File: src/rtl/turn_signal_pkg.sv
// Shared mode encoding, frame length and request arbitration for the turn-signal front end.
// Pure definitions: no latency, no backpressure.
package turn_signal_pkg;

   localparam logic [1:0] MODE_IDLE   = 2'd0;
   localparam logic [1:0] MODE_LEFT   = 2'd1;
   localparam logic [1:0] MODE_RIGHT  = 2'd2;
   localparam logic [1:0] MODE_HAZARD = 2'd3;

   localparam int FRAME_STEPS = 4;

   typedef enum logic [1:0] {
      ST_IDLE   = MODE_IDLE,
      ST_LEFT   = MODE_LEFT,
      ST_RIGHT  = MODE_RIGHT,
      ST_HAZARD = MODE_HAZARD
   } mode_e;

   // Both sides requested together is treated as a hazard request.
   function automatic mode_e decode_req(input logic left, input logic right, input logic hazard);
      mode_e req;
      if (hazard || (left && right)) req = ST_HAZARD;
      else if (left)                 req = ST_LEFT;
      else if (right)                req = ST_RIGHT;
      else                           req = ST_IDLE;
      return req;
   endfunction

endpackage

File: src/rtl/switch_debouncer.sv
// Two-flop synchroniser plus stability counter for one bouncy switch.
// Latency 2 + DEBOUNCE_CNT clk from raw edge to debounced edge; no backpressure.
module switch_debouncer #(
   parameter int DEBOUNCE_CNT = 16
) (
   input  logic clk,
   input  logic i_rst_n,
   input  logic i_raw,
   output logic o_deb
);

   localparam int CW = (DEBOUNCE_CNT > 2) ? $clog2(DEBOUNCE_CNT) : 1;
   localparam logic [CW-1:0] CNT_LAST = CW'(DEBOUNCE_CNT - 1);

   logic          r_s1;
   logic          r_s2;
   logic          r_deb;
   logic [CW-1:0] r_cnt;

   always_ff @(posedge clk or negedge i_rst_n) begin
      if (!i_rst_n) begin
         r_s1  <= 1'b0;
         r_s2  <= 1'b0;
         r_deb <= 1'b0;
         r_cnt <= '0;
      end else begin
         r_s1 <= i_raw;
         r_s2 <= r_s1;
         if (r_s2 == r_deb) begin
            r_cnt <= '0;
         end else if (r_cnt == CNT_LAST) begin
            // Differed for DEBOUNCE_CNT consecutive samples: accept the new level.
            r_deb <= ~r_deb;
            r_cnt <= '0;
         end else begin
            r_cnt <= r_cnt + CW'(1);
         end
      end
   end

   assign o_deb = r_deb;

endmodule

File: src/rtl/turn_signal_input_ctrl.sv
// Debounces the turn switches, paces the lamp sequence with a step tick and commits mode changes at frame ends.
// Mode takes effect on the first step after the debounced request, or at frame end when flashing; no backpressure.
module turn_signal_input_ctrl
   import turn_signal_pkg::*;
#(
   parameter int DEBOUNCE_CNT = 16,
   parameter int STEP_DIV     = 8
) (
   input  logic       clk,
   input  logic       reset,
   input  logic       left_sw,
   input  logic       right_sw,
   input  logic       hazard_sw,
   output logic       step,
   output logic       left_en,
   output logic       right_en,
   output logic [1:0] phase,
   output logic [1:0] mode
);

   localparam int PW = (STEP_DIV > 2) ? $clog2(STEP_DIV) : 1;
   localparam logic [PW-1:0] PRE_LAST   = PW'(STEP_DIV - 1);
   localparam logic [1:0]    PHASE_LAST = 2'(FRAME_STEPS - 1);

   logic          w_left_deb;
   logic          w_right_deb;
   logic          w_hazard_deb;
   mode_e         w_req;
   logic [PW-1:0] w_pre_nxt;

   logic [PW-1:0] r_pre;
   logic          r_step;
   mode_e         r_mode;
   logic [1:0]    r_phase;
   logic          r_left_en;
   logic          r_right_en;

   switch_debouncer #(.DEBOUNCE_CNT(DEBOUNCE_CNT)) u_deb_left (
      .clk     (clk),
      .i_rst_n (reset),
      .i_raw   (left_sw),
      .o_deb   (w_left_deb)
   );

   switch_debouncer #(.DEBOUNCE_CNT(DEBOUNCE_CNT)) u_deb_right (
      .clk     (clk),
      .i_rst_n (reset),
      .i_raw   (right_sw),
      .o_deb   (w_right_deb)
   );

   switch_debouncer #(.DEBOUNCE_CNT(DEBOUNCE_CNT)) u_deb_hazard (
      .clk     (clk),
      .i_rst_n (reset),
      .i_raw   (hazard_sw),
      .o_deb   (w_hazard_deb)
   );

   assign w_req     = decode_req(w_left_deb, w_right_deb, w_hazard_deb);
   assign w_pre_nxt = (r_pre == PRE_LAST) ? '0 : r_pre + PW'(1);

   // step is registered so it is high exactly while the prescaler sits at its last count.
   always_ff @(posedge clk or negedge reset) begin
      if (!reset) begin
         r_pre  <= '0;
         r_step <= 1'b0;
      end else begin
         r_pre  <= w_pre_nxt;
         r_step <= (w_pre_nxt == PRE_LAST);
      end
   end

   always_ff @(posedge clk or negedge reset) begin
      if (!reset) begin
         r_mode     <= ST_IDLE;
         r_phase    <= 2'd0;
         r_left_en  <= 1'b0;
         r_right_en <= 1'b0;
      end else if (r_step) begin
         if (r_mode == ST_IDLE || r_phase == PHASE_LAST) begin
            // Frame boundary (or idle): the only point where a new request is committed.
            r_mode     <= w_req;
            r_phase    <= 2'd0;
            r_left_en  <= (w_req == ST_LEFT)  || (w_req == ST_HAZARD);
            r_right_en <= (w_req == ST_RIGHT) || (w_req == ST_HAZARD);
         end else begin
            r_phase <= r_phase + 2'd1;
         end
      end
   end

   assign step     = r_step;
   assign left_en  = r_left_en;
   assign right_en = r_right_en;
   assign phase    = r_phase;
   assign mode     = r_mode;

endmodule

File: config.mk
export PLATFORM = sky130hd
export DESIGN_NAME = turn_signal_input_ctrl
export DESIGN_NICKNAME = d
export VERILOG_FILES = /design/src/rtl/turn_signal_pkg.sv /design/src/rtl/switch_debouncer.sv /design/src/rtl/turn_signal_input_ctrl.sv
export SDC_FILE = /design/constraint.sdc
export NUM_CORES = 1
export LEC_CHECK = 0
export ABC_AREA = 1
export CAP_MARGIN = 40
export CORE_UTILIZATION = 54
export DETAILED_ROUTE_END_ITERATION = 8
export PLACE_DENSITY = 0.76
export SLEW_MARGIN = 20
export SYNTH_ARGS = -nofsm -noshare
export SYNTH_HDL_FRONTEND = slang
export SYNTH_SLANG_ARGS = --single-unit
File: constraint.sdc
create_clock -name clk -period 1.4 [get_ports clk]
set_input_delay 0.42 -clock clk [delete_from_list [all_inputs] [get_ports clk]]
set_output_delay 0.42 -clock clk [all_outputs]
set_load 0.02 [all_outputs]
==> results.toml <==
[power_and_ir_drop]
p_leak_nw = 0.795
p_per_area_nw_per_um2 = 998
finalPower_mw = 1.44
vdd_drop_max_mv = 0.751

[critical_path]
critPathMaxFanout = 2
cp_data_required_time_ns = 0.98
crit_slowest_cell = "dfrtp_1"
reg2reg_to = "right_en$_DFFE_PN0P_"
cp_num_cells = 1
critical_path_class = "register to output pin"
endpoint_kind = "output pin"
reg2reg_depth = 6
slowest_delay_ns = 0.38
path_buf_inv = 1
crit_path_start_kind = "register"
reg2reg_from = "phase[0]$_DFFE_PN0P_"
arrival_ns = 0.94
crit_family = "flip-flops"
crit_chain = "clkdlybuf4s15_2"
r2r_slack_ns = 0.21

[layout]
final_util_pct = 70.5
fin_nets = 160
design_area_um2 = 1440
drive_gt1_share_pct = 14.9
area_growth_pct = 17.1
n_antenna_cell = 0
final_cells = 175

[placement]
io_buffer_count = 11
gp_congestion = 0.765
place_ws_ns = 0.0274
dp.cells = 168
dp_hpwl_um = 1360
place_area_um2 = 1420

[run_status]
status = "complete, no violations"

[synthesis]
synth.top_cell.area_share_pct = 61.1
synth_warnings = 0
post-synth-top-area-cell = "dfrtp_1"
synth-edff-count = 0
netlist_top_cells_area = "dfrtp_1 (61%), nand2_1 (11%), ha_1 (7.1%)"
synth_most_common_cell = "nand2_1"
ys.flop_type = "dfrtp_1"
synth_seq_area_share_pct = 61.1
synthArstFlopShare_pct = 100
synth_seq_cells = 30
synth_cell_types = 18
netlist_instances = 125
syn_avg_cell_area_um2 = 9.83
yosys-top-cells-count = "nand2_1 (35), dfrtp_1 (30), inv_1 (15), nor2_1 (12), nand3_1 (9)"
synth_area_um2 = 1230
syn_nets = 137

[min_path]
hp-start = "u_deb_right.r_s1$_DFF_PN0_"
min_path_type = "register to register"
hold_path_depth = 0
min_to = "u_deb_right.r_s2$_DFF_PN0_"

[global_route]
grt_overflow_total = 0
grt_use_total_pct = 18.6
grt_pass1_wl_um = 3330
antenna_found_initial = 0
grt_max_degree = 31
grt_pass1_vias = 837

[sta]
fin_crit_ns = 1.36
rsz0062_at_grt = "false"
tightest_slew_ns = 0.200
max_freq_ghz = 0.735
skew_ns = 0.00389
whs_ns = 0.355
setup_ws_ns = 0.0386
fin_crit_sh_pct = 97.2
setup_violations = 0
relSlewSlack_pct = 86.6
slew_violations = 0
timing.setup.tns_ns = 0
final_hold_viol_count = 0

[routing]
drc = 0
drt_iter0_drc = 7
ant_nets = 0
wirelength_um = 1810
num_vias = 842
first_pass_iters = 5
wl_per_cell_um = 10.4
via_per_inst = 4.81

[clock_network]
clk_pin_slew_ns = 0.08
cts_buffers = 5
cts_tree = "built"
clock_sinks = 30
clk_latency_ns = 0.31
cts-root-buf = "clkbuf_4"
htreeDepth = 2
cts_buffer_depth = 2

[floorplanning]
coreArea_um2 = 2040
die_height_um = 49.7
die_w_um = 49.7
core.rowCount = 16
initial_core_util_pct = 60.2
io_pins = 12
dieArea_um2 = 2470

[flow_run]
drv_cap = 0
layout by cell type, fill, tap and decap left out, types with 4 or more instances in the layout:
cell,count
clkbuf_4,5
ha_1,7
nor2_1,12
dfrtp_1,30
buf_2,6
nand2_1,35
clkdlybuf4s50_1,4
nand3_1,9
inv_1,15
buf_4,5
timing repair:
item                       4_1_cts  5_1_grt
cloned                           0        0
gates resized for setup         23        4
setup endpoints to repair        7        4
buffers inserted                 0        0
hold buffers                     0        0
kinds of logic (layout without fill, tap and decap cells):
kind of cell             Yosys count  count (layout)  synth area share [%]
AND/OR/NAND/NOR                   61              61                  20.4
flip-flops                        30              30                  61.1
buffers and inverters             18              41                  5.80
AO/OA/AOI/OAI                      8               8                  4.89
adder cells (fa/ha/maj)            7               7                  7.13
XOR/XNOR                           1               1                 0.713
power breakdown:
part	switching, mW	total [mW]	internal, mW
Sequential	0.0211	0.916	0.895
Clock	0.248	0.437	0.189
Combinational	0.0457	0.0828	0.0371
routing by layer:
metal  vias up  track usage (%)  routed length, um
met3         2             6.48                 94
met5         -                0                  0
met2        16             27.9                850
li1        437                -                  -
met1       387             23.7                850
met4         0             9.52                 18
worst max path at each step:
stage	startpoint	to
final	right_en$_DFFE_PN0P_	right_en
after global routing	right_en$_DFFE_PN0P_	right_en
after CTS	phase[1]$_DFFE_PN0P_	phase[1]
after detailed placement	mode[0]$_DFFE_PN0P_	left_en
after global placement	mode[0]$_DFFE_PN0P_	mode[0]
after floorplan	phase[0]$_DFFE_PN0P_	mode[0]$_DFFE_PN0P_
layout make-up:
class,count,area [um2]
Sequential cell,30,751
Fill cell,170,603
Multi-Input combinational cell,77,407
Timing Repair Buffer,17,139
Inverter,17,63.8
Clock buffer,7,45.0
Tap cell,27,33.8
state kept, by name, summed over array words and instances, names as in the netlist:
signal              flops
u_deb_right.r_cnt       4
u_deb_right.r_s2        1
u_deb_hazard.o_deb      1
u_deb_hazard.r_s2       1
u_deb_right.o_deb       1
u_deb_hazard.r_cnt      4
u_deb_left.r_cnt        4
u_deb_left.o_deb        1
u_deb_right.r_s1        1
step                    1
u_deb_left.r_s2         1
u_deb_left.r_s1         1
r_pre                   3
right_en                1
mode                    2
u_deb_hazard.r_s1       1
phase                   2
(Power assumes the default switching activity.)
